--- config.mk ---
export PLATFORM = sky130hd
export DESIGN_NAME = dpkg_sort_buffer
export DESIGN_NICKNAME = d
export VERILOG_FILES = /design/src/rtl/dpkg_sort_buffer.sv
export SDC_FILE = /design/constraint.sdc
export NUM_CORES = 1
export LEC_CHECK = 0
export ABC_CLOCK_PERIOD_IN_PS = 5900
export BUFFER_PORTS_ARGS = -buffer_cell sky130_fd_sc_hd__buf_2
export CORE_UTILIZATION = 35
export CTS_BUF_LIST = sky130_fd_sc_hd__clkbuf_4
export DETAILED_ROUTE_END_ITERATION = 10
export PLACE_DENSITY_LB_ADDON = 0.12
export SKIP_LAST_GASP = 1
export SYNTH_ARGS = -nofsm -noshare
export SYNTH_HDL_FRONTEND = slang
export SYNTH_SLANG_ARGS = --single-unit
--- constraint.sdc ---
create_clock -name clk -period 5.9 [get_ports clk]
set_input_delay 0.295 -clock clk [delete_from_list [all_inputs] [get_ports clk]]
set_output_delay 0.295 -clock clk [all_outputs]
set_load 0.005 [all_outputs]
--- src/rtl/dpkg_sort_buffer.sv ---
// rtl/dpkg_sort_buffer.sv - frame reorder buffer: high words first, then low words (DPKG_TYPE_TAG_EN adds out_type)
module dpkg_sort_buffer #(
    parameter int DATA_WIDTH = 8,
    parameter int ADDR_WIDTH = 7
) (
    input  logic                  clk,
    input  logic                  rst_n,
    input  logic                  in_valid,
    output logic                  in_ready,
    input  logic [DATA_WIDTH-1:0] in_data,
    input  logic                  in_type,
    input  logic                  in_fin,
    output logic                  out_valid,
    input  logic                  out_ready,
    output logic [DATA_WIDTH-1:0] out_data,
    output logic                  out_last,
    output logic [ADDR_WIDTH:0]   pkg_num,
    output logic [ADDR_WIDTH:0]   hi_num,
    output logic                  pkg_num_vld,
    output logic                  full
`ifdef DPKG_TYPE_TAG_EN
    ,
    output logic                  out_type
`endif
);
    localparam int CW = ADDR_WIDTH + 1;
    localparam int AW = ADDR_WIDTH;
    localparam int DEPTH = 1 << ADDR_WIDTH;
    localparam logic [CW-1:0] DEPTH_C = {1'b1, {AW{1'b0}}};
`ifdef DPKG_TYPE_TAG_EN
    localparam int RW = DATA_WIDTH + 1;
`else
    localparam int RW = DATA_WIDTH;
`endif

    typedef enum logic {FILL, DRAIN} state_t;

    state_t         state;
    logic [RW-1:0]  ram [DEPTH];
    logic [CW-1:0]  hcnt, lcnt, count, rd_idx;
    logic [AW-1:0]  wr_addr, rd_addr, lo_idx;
    logic [RW-1:0]  wr_word;
    logic           accept, fill_close, load, last_load, out_hs;

    // High words live at DEPTH-1-hcnt, so no separate down-counting pointer is needed.
    assign count      = hcnt + lcnt;
    assign full       = (count == DEPTH_C);
    assign in_ready   = (state == FILL) && !full;
    assign accept     = in_valid && in_ready;
    assign fill_close = (state == FILL) && in_fin;
    assign wr_addr    = in_type ? ~hcnt[AW-1:0] : lcnt[AW-1:0];
`ifdef DPKG_TYPE_TAG_EN
    assign wr_word    = {in_type, in_data};
`else
    assign wr_word    = in_data;
`endif

    // Drain index walks 0..count-1: first the high region top-down, then the low region bottom-up.
    assign lo_idx     = rd_idx[AW-1:0] - hcnt[AW-1:0];
    assign rd_addr    = (rd_idx < hcnt) ? ~rd_idx[AW-1:0] : lo_idx;
    assign out_hs     = out_valid && out_ready;
    assign load       = (state == DRAIN) && (rd_idx != count) && (!out_valid || out_ready);
    assign last_load  = (rd_idx == count - CW'(1));

    always_ff @(posedge clk) begin
        if (accept)
            ram[wr_addr] <= wr_word;
    end

    always_ff @(posedge clk or negedge rst_n) begin
        if (!rst_n) begin
            state       <= FILL;
            hcnt        <= '0;
            lcnt        <= '0;
            rd_idx      <= '0;
            out_valid   <= 1'b0;
            out_last    <= 1'b0;
            out_data    <= '0;
            pkg_num     <= '0;
            hi_num      <= '0;
            pkg_num_vld <= 1'b0;
`ifdef DPKG_TYPE_TAG_EN
            out_type    <= 1'b0;
`endif
        end else begin
            pkg_num_vld <= fill_close;
            if (state == FILL) begin
                if (accept) begin
                    if (in_type)
                        hcnt <= hcnt + CW'(1);
                    else
                        lcnt <= lcnt + CW'(1);
                end
                if (in_fin) begin
                    pkg_num <= count + CW'(accept);
                    hi_num  <= hcnt + CW'(accept && in_type);
                    rd_idx  <= '0;
                    if (count != '0 || accept)
                        state <= DRAIN;
                end
            end else begin
                if (out_hs)
                    out_valid <= 1'b0;
                // The output register only advances when empty or being consumed, so stalled data holds.
                if (load) begin
                    out_valid <= 1'b1;
                    out_last  <= last_load;
                    rd_idx    <= rd_idx + CW'(1);
`ifdef DPKG_TYPE_TAG_EN
                    {out_type, out_data} <= ram[rd_addr];
`else
                    out_data  <= ram[rd_addr];
`endif
                end
                if (out_hs && out_last) begin
                    state    <= FILL;
                    hcnt     <= '0;
                    lcnt     <= '0;
                    rd_idx   <= '0;
                    out_last <= 1'b0;
                end
            end
        end
    end
endmodule

======== Word-level counts from Yosys, hierarchy flattened ========
Memories as Yosys holds them, arrays and structs flattened. A register that Yosys moved wholly into a read port is not among the register bits.
Cells that the tools add are included.
cells by class
  equality and inequality tests ........... 6
  reduce and logical (&&, ||, !) cells .... 26
  bitwise logic cells ..................... 3
  muxes and demuxes ....................... 23
  $add $sub $neg .......................... 8
  $lt $le $gt $ge ......................... 1
operators by type and width
  operator                                                             number
  8-bit 2-to-1 mux                                                     11
  8-bit by 1-bit adder with 8-bit output (second input constant)       3
  8-bit by 1-bit adder with 8-bit output                               2
  7-bit 2-to-1 mux                                                     2
  7-bit inverter                                                       2
  1-bit 2-to-1 mux                                                     10
  2-bit AND reduction                                                  5
  2-bit nonzero test                                                   5
  8-bit adder                                                          1
  8-bit equality test                                                  1
  8-bit equality test (second input constant)                          1
  1-bit logical AND                                                    8
  8-bit < comparator                                                   1
  8-bit != test                                                        1
  8-bit nonzero test                                                   1
  8-bit by 1-bit subtractor with 8-bit output (second input constant)  1
  7-bit subtractor                                                     1
  3-bit AND reduction                                                  2
  2-bit by 1-bit != test with 1-bit output (second input constant)     2
  1-bit logical NOT                                                    3
  3-bit by 1-bit != test with 1-bit output (second input constant)     1
  1-bit logical OR                                                     2
  1-bit inverter                                                       1
storage, ports and cells
  memories kept ........................... 1
  logic and storage cells ................. 77
  register bits ........................... 44
  output and inout port bits .............. 29
  memory bits (writable) .................. 1024
  input bits .............................. 14
memories
  name  depth  width  read ports  clocked after Yosys merged registers in  wr ports  line  source
  ram   128    8      1           1                                        1         39    logic [RW-1:0] ram [DEPTH];

======== Depth between registers and ports, before layout ========
  word-level depth ........................ 9
  gate-level depth with buffers ........... 18
  depth with buffers taken out ............ 17

======== Least setup slack after synthesis ========
Ideal clock, no wire load.
  path kind ............................... flip-flop to flip-flop
  start point ............................. reg hcnt[1]
  end point ............................... mem ram[74][0] in the netlist's numbering, enable pin
  data required time ...................... 5.530 ns
  arrival ................................. 3.386 ns
  period minus slack after synthesis ...... 3.756 ns
  stages on the path, launching flop included .. 14
  slack ................................... 2.144 ns
  buffers on the path ..................... 1
  library setup time ...................... 0.370 ns
  cell sequence ........................... dfrtp_1 inv_1 fa_1 nor2b_1 o21a_1 nor2_1 xnor2_1 nor3_1 o21a_1 a31o_2 nor2b_1 nand2_1 buf_2 nor2_1
on the way
  cells in the longest elaborated chain, start to end .. 7
  elaborated cells on any way between the ends .. 9
  those cells by class .................... add/sub (1); eq/ne (1); mux (3); bitwise (1); reduce/logical (3)
RTL lines
  element                                 line  source
  start: declaration                      40    logic [CW-1:0] hcnt, lcnt, count, rd_idx;
  start signal: assignment                90    hcnt <= hcnt + CW'(1);
  8-bit adder                             46    assign count = hcnt + lcnt;
  8-bit equality test                     47    assign full = (count == DEPTH_C);
  1-bit logical NOT                       48    assign in_ready = (state == FILL) && !full;
  1-bit logical AND                       48
  1-bit logical AND                       49    assign accept = in_valid && in_ready;
  1-bit 2-to-1 mux                        66    if (accept)
  1-bit 2-to-1 mux (not written as such)  67    ram[wr_addr] <= wr_word;
  end: declaration                        39
Several ways; a longest one is shown, not always the timed one.

======== Worst setup path after layout ========
  start point ............................. reg hcnt[1]
  end point ............................... reg out_data[4], read port of ram
on the way
  cells in the longest elaborated chain, start to end .. 5
  elaborated cells on any way between the ends .. 8
  those cells by class .................... add/sub (2); order compare (1); eq/ne (1); mux (1); reduce/logical (3)
RTL lines
  element                         line  source
  8-bit adder                     46
  8-bit != test                   62    assign load = (state == DRAIN) && (rd_idx != count) && (!out_valid || out_ready);
  1-bit logical AND (2 in a row)  62
  2-bit AND reduction (no line)   --
  end: declaration                15    output logic [DATA_WIDTH-1:0] out_data,
Several ways; a longest one is shown, not always the timed one.
A chain may end at the register's enable or synchronous reset.

==> Implementation_results.wiki <==
{| class="wikitable"
! Metric !! Value
|-
| Sequential-to-total area share from yosys stat || 70.9%
|-
| Unrepaired setup endpoints after global routing || false
|-
| Status || finished clean
|-
| Final critical-path setup slack || 771 ps
|-
| Grt ovf || 0
|-
| Average instance area after synthesis || 12.6 um2
|-
| Clock input transition at the sequential cells of the worst setup and hold paths || 70 ps
|-
| Nets@finish || 3,920
|-
| CTS hold repair buffers || 16
|-
| Peak supply drop || 0.502 mV
|-
| Relative slew slack || 15.9%
|-
| Clock net sink count || ~1.1k
|-
| Post-DR vias/cell || about 5.4
|-
| Gate Count Post-Synth || 3,597
|-
| Largest fanout on the critical path || 25
|-
| Htree depth || 5
|-
| Clock tree skew after final layout || 81.4 ps
|-
| DRC violations left || 0
|-
| Count of final hold-check violations || 0
|-
| Die Y || 361 um
|-
| CP arrival || 6230 ps
|-
| Most common cell type on the critical path || nand3_1
|-
| I/O Pins || 43
|-
| Number of routed nets with antenna violations || 0
|-
| Number of buffers on the longest clock path || 4
|-
| DRC marker count from the first detailed-route iteration || 2,776
|-
| Highest-delay cell along the critical path || nor4b_1
|-
| Final slew viol count || 0
|-
| Maximum number of pins on one net before global-route repair || 86
|-
| Startpoint Class || register
|-
| GP Congestion || 0.856
|-
| Total of buffers placed on input and output ports || 42
|-
| Hold Path Depth || 4
|-
| Startpoint of the most critical setup path || hcnt[1]$_DFFE_PN0P_
|-
| # resized after CTS || 0
|-
| Post-synthesis cell type count || 88
|-
| CTS tree || built
|-
| CP Capture Type || register
|-
| Clock period minus final worst setup slack || 5130 ps
|-
| Power density cells || 592 mW/mm2
|-
| Number of enable flip-flop cells after synthesis || 1,024
|-
| Die Wd || 361 um
|-
| Top Family by Delay on Critical Path || simple AND/OR/NAND/NOR gates
|-
| Total stage count of the critical path || 13
|-
| Critical path start-end classification || reg -> reg
|-
| Drt first pass iters || 5
|-
| RR Startpoint || hcnt[1]$_DFFE_PN0P_
|-
| Total vias in the final route || 31.0k
|-
| Number of filler instances in the final layout || 12.3k
|-
| Synthesized flop and latch total || 1,076
|-
| Number of antenna violations at the first check in global routing || 4
|-
| Tightest Hold Check Type || in -> reg
|-
| Number of maximum-capacitance violations || 0
|-
| Synth Net Count || 3,636
|-
| Worst endpoint required time || 7000 ps
|-
| Cell area after synthesis || 0.0452 mm2
|-
| R2R cell count || 13
|-
| Wire length of the first global-routing pass || 217 mm
|-
| Fin crit share || between 80 and 90%
|-
| Routed len/inst || 26.2 um
|-
| Hpwl dp || 90.7 mm
|-
| Full die area || approximately 0.13 mm2
|-
| Sum Neg Setup Slack || 0 ps
|-
| Cell-by-cell listing of the critical path || inv_1 -> fa_1 -> a211oi_4 -> o211ai_1 -> nand2_2 -> mux2i_4 -> buf_12 -> nand3_1 -> nand3_1 -> a21oi_1 -> nor4b_1 -> a31oi_1 -> a32o_1
|-
| Master cell of the clock root buffer || clkbuf_4
|-
| Final wirelength || 150 mm
|-
| Proportion of layout cells with a drive suffix above 1 || 17.0%
|-
| Vias in the first global route || 30.5k
|-
| Cell row count || 131
|-
| Asr flop ratio synth || 4.83%
|-
| Leakage || 0.0182 uW
|-
| Worst path bufs/invs || 2
|-
| Largest incremental delay on the critical path || 840 ps
|-
| Core area || 0.128 mm2
|-
| Achievable clock frequency || about 190 MHz
|-
| Setup violation total in the final timing report || 0
|-
| Global routing usage summed across all routing layers || ~23%
|-
| Most used flip-flop cell after synthesis || edfxtp_1
|-
| Clock insertion delay at the later pin of the skew report || roughly 1300 ps
|-
| Inserted Clock Buffers || 315
|-
| Post-placement worst setup slack || 873 ps
|-
| Layout overhead on the synthesized area || 14.4%
|-
| Effective utilization at floorplan || 35.4%
|-
| Startpoint of the worst hold path || out_ready
|-
| Post-CTS Repair Setup Buffers || 0
|-
| Least-Margin Pin Slew || 1250 ps
|-
| Count of yosys warnings during synthesis || 0
|}
-- cells by family after synthesis --
| family | Yosys count | synth area share [%] |
|---|---|---|
| and+or+nand+nor | 1721 | 16.3 |
| DFF | 1076 | 70.9 |
| AOI/OAI and AO/OA | 379 | 6.11 |
| buffers and inverters | 250 | 2.75 |
| muxes | 92 | 2.11 |
| xor gates and xnor gates | 54 | 1.08 |
| adders and majority gates | 25 | 0.725 |
-- worst reg2reg max path: stages (launching register included) --
cell	delay, ps
dfrtp_1	520
inv_1	210
fa_1	540
a211oi_4	340
o211ai_1	200
nand2_2	230
mux2i_4	730
buf_12	300
nand3_1	150
nand3_1	160
a21oi_1	80
nor4b_1	840
a31oi_1	350
a32o_1	350
-- flip-flops by register name, indices dropped and copies added, names as in the netlist --
name         flops
out_valid        1
state            1
rd_idx           8
out_last         1
lcnt             8
pkg_num          8
pkg_num_vld      1
out_data         8
ram           1024
hcnt             8
hi_num           8
-- final timing paths --
check                                                to  slack [ps]
worst max register to register  out_data[4]$_DFFE_PN0P_         770
worst min-delay path                    state$_DFF_PN0_         190
worst min register to register   pkg_num[5]$_DFFE_PN0P_         470
worst max-delay path            out_data[4]$_DFFE_PN0P_         770
max in group asynchronous           hcnt[0]$_DFFE_PN0P_        4970
min in group asynchronous        pkg_num[2]$_DFFE_PN0P_         350
-- metrics by stage --
step / instance area, um2 / util (%) / hold slack, ps / instances / total power, uW
CTS: 51700 / 40.4 / 71.1 / 5739 / 30800
global placement: 47700 / 37.3 / 455 / 5210 / 23900
detailed placement: 47700 / 37.3 / 465 / 5210 / 23800
finish: 51700 / 40.4 / 189 / 5747 / 30600
global route: 51700 / 40.4 / 134 / 5746 / 32200
floorplan: 45200 / - / -0.591 / 3597 / 17500
-- power breakdown --
| group | internal [uW] | total [uW] | leakage, uW | switching (uW) |
|---|---|---|---|---|
| clock network | 3760 | 6890 | 0.00229 | 3130 |
| registers | 8530 | 8740 | 0.00988 | 207 |
| logic | 4430 | 15000 | 0.00600 | 10500 |
-- synthesized netlist by cell type (4+ instances only) --
master	number	area share [%]
a31oi_1	43	0.60
buf_1	10	0.083
nand4_1	39	0.54
xnor2_1	43	0.83
a2111oi_0	8	0.16
o211ai_1	13	0.22
or3_1	9	0.12
o31ai_1	5	0.083
and3_1	51	0.71
nand2b_1	6	0.083
nand3_1	403	4.5
edfxtp_1	1024	68
o21ai_1	6	0.066
nor2_2	5	0.069
a31o_2	4	0.077
o32ai_1	6	0.12
nor4_1	9	0.12
nor2_1	170	1.4
inv_1	30	0.25
xor2_1	10	0.19
buf_6	5	0.12
a311oi_1	31	0.60
ha_1	23	0.64
a21o_1	9	0.15
o22ai_1	11	0.15
o21a_1	6	0.10
a32oi_1	25	0.48
o2111ai_1	12	0.23
buf_2	147	1.6
o21ai_0	42	0.47
a32o_1	11	0.24
a41oi_1	5	0.097
a211oi_1	8	0.13
dfrtp_1	52	2.9
nor2b_1	6	0.083
or2_2	4	0.055
clkbuf_1	35	0.29
buf_4	22	0.37
nand2_1	988	8.2
mux2i_1	87	1.9
nor3_1	17	0.19
a21oi_1	74	0.82
a22oi_1	14	0.23
-- cell usage in the layout, fill, tap and decap left out, types with 25 or more instances in the layout --
cell type,count
buf_2,34
a311oi_1,31
nor2_1,170
o21ai_0,41
edfxtp_1,1024
a31oi_1,43
a21oi_1,73
nand4_1,39
clkbuf_4,470
buf_4,114
xnor2_1,43
inv_1,30
a32oi_1,25
clkinv_1,35
nand2_1,988
nand3_1,403
mux2i_1,86
dfrtp_1,52
and3_1,51
-- layout make-up --
| cell class | count | area (um2) | area share (%) |
|---|---|---|---|
| clock inverters | 43 | 272 | 0.525 |
| inverters | 31 | 116 | 0.225 |
| multi-input cells | 2271 | 12000 | 23.2 |
| well taps | 1662 | 2080 | 4.02 |
| diodes | 8 | 20.0 | 0.0387 |
| clock buffers | 470 | 3530 | 6.82 |
| flip-flops and latches | 1076 | 32100 | 62.0 |
| repair buffers | 186 | 1630 | 3.15 |
-- layer usage --
metal	track usage, %	vias to the layer above	routed length, um
met2	36.2	1206	70000
met4	8.09	0	4080
met1	31.4	15500	66300
met5	0	-	0
li1	-	14000	-
met3	4.41	279	9910
Note: power is estimated with default switching activity, not from simulation.
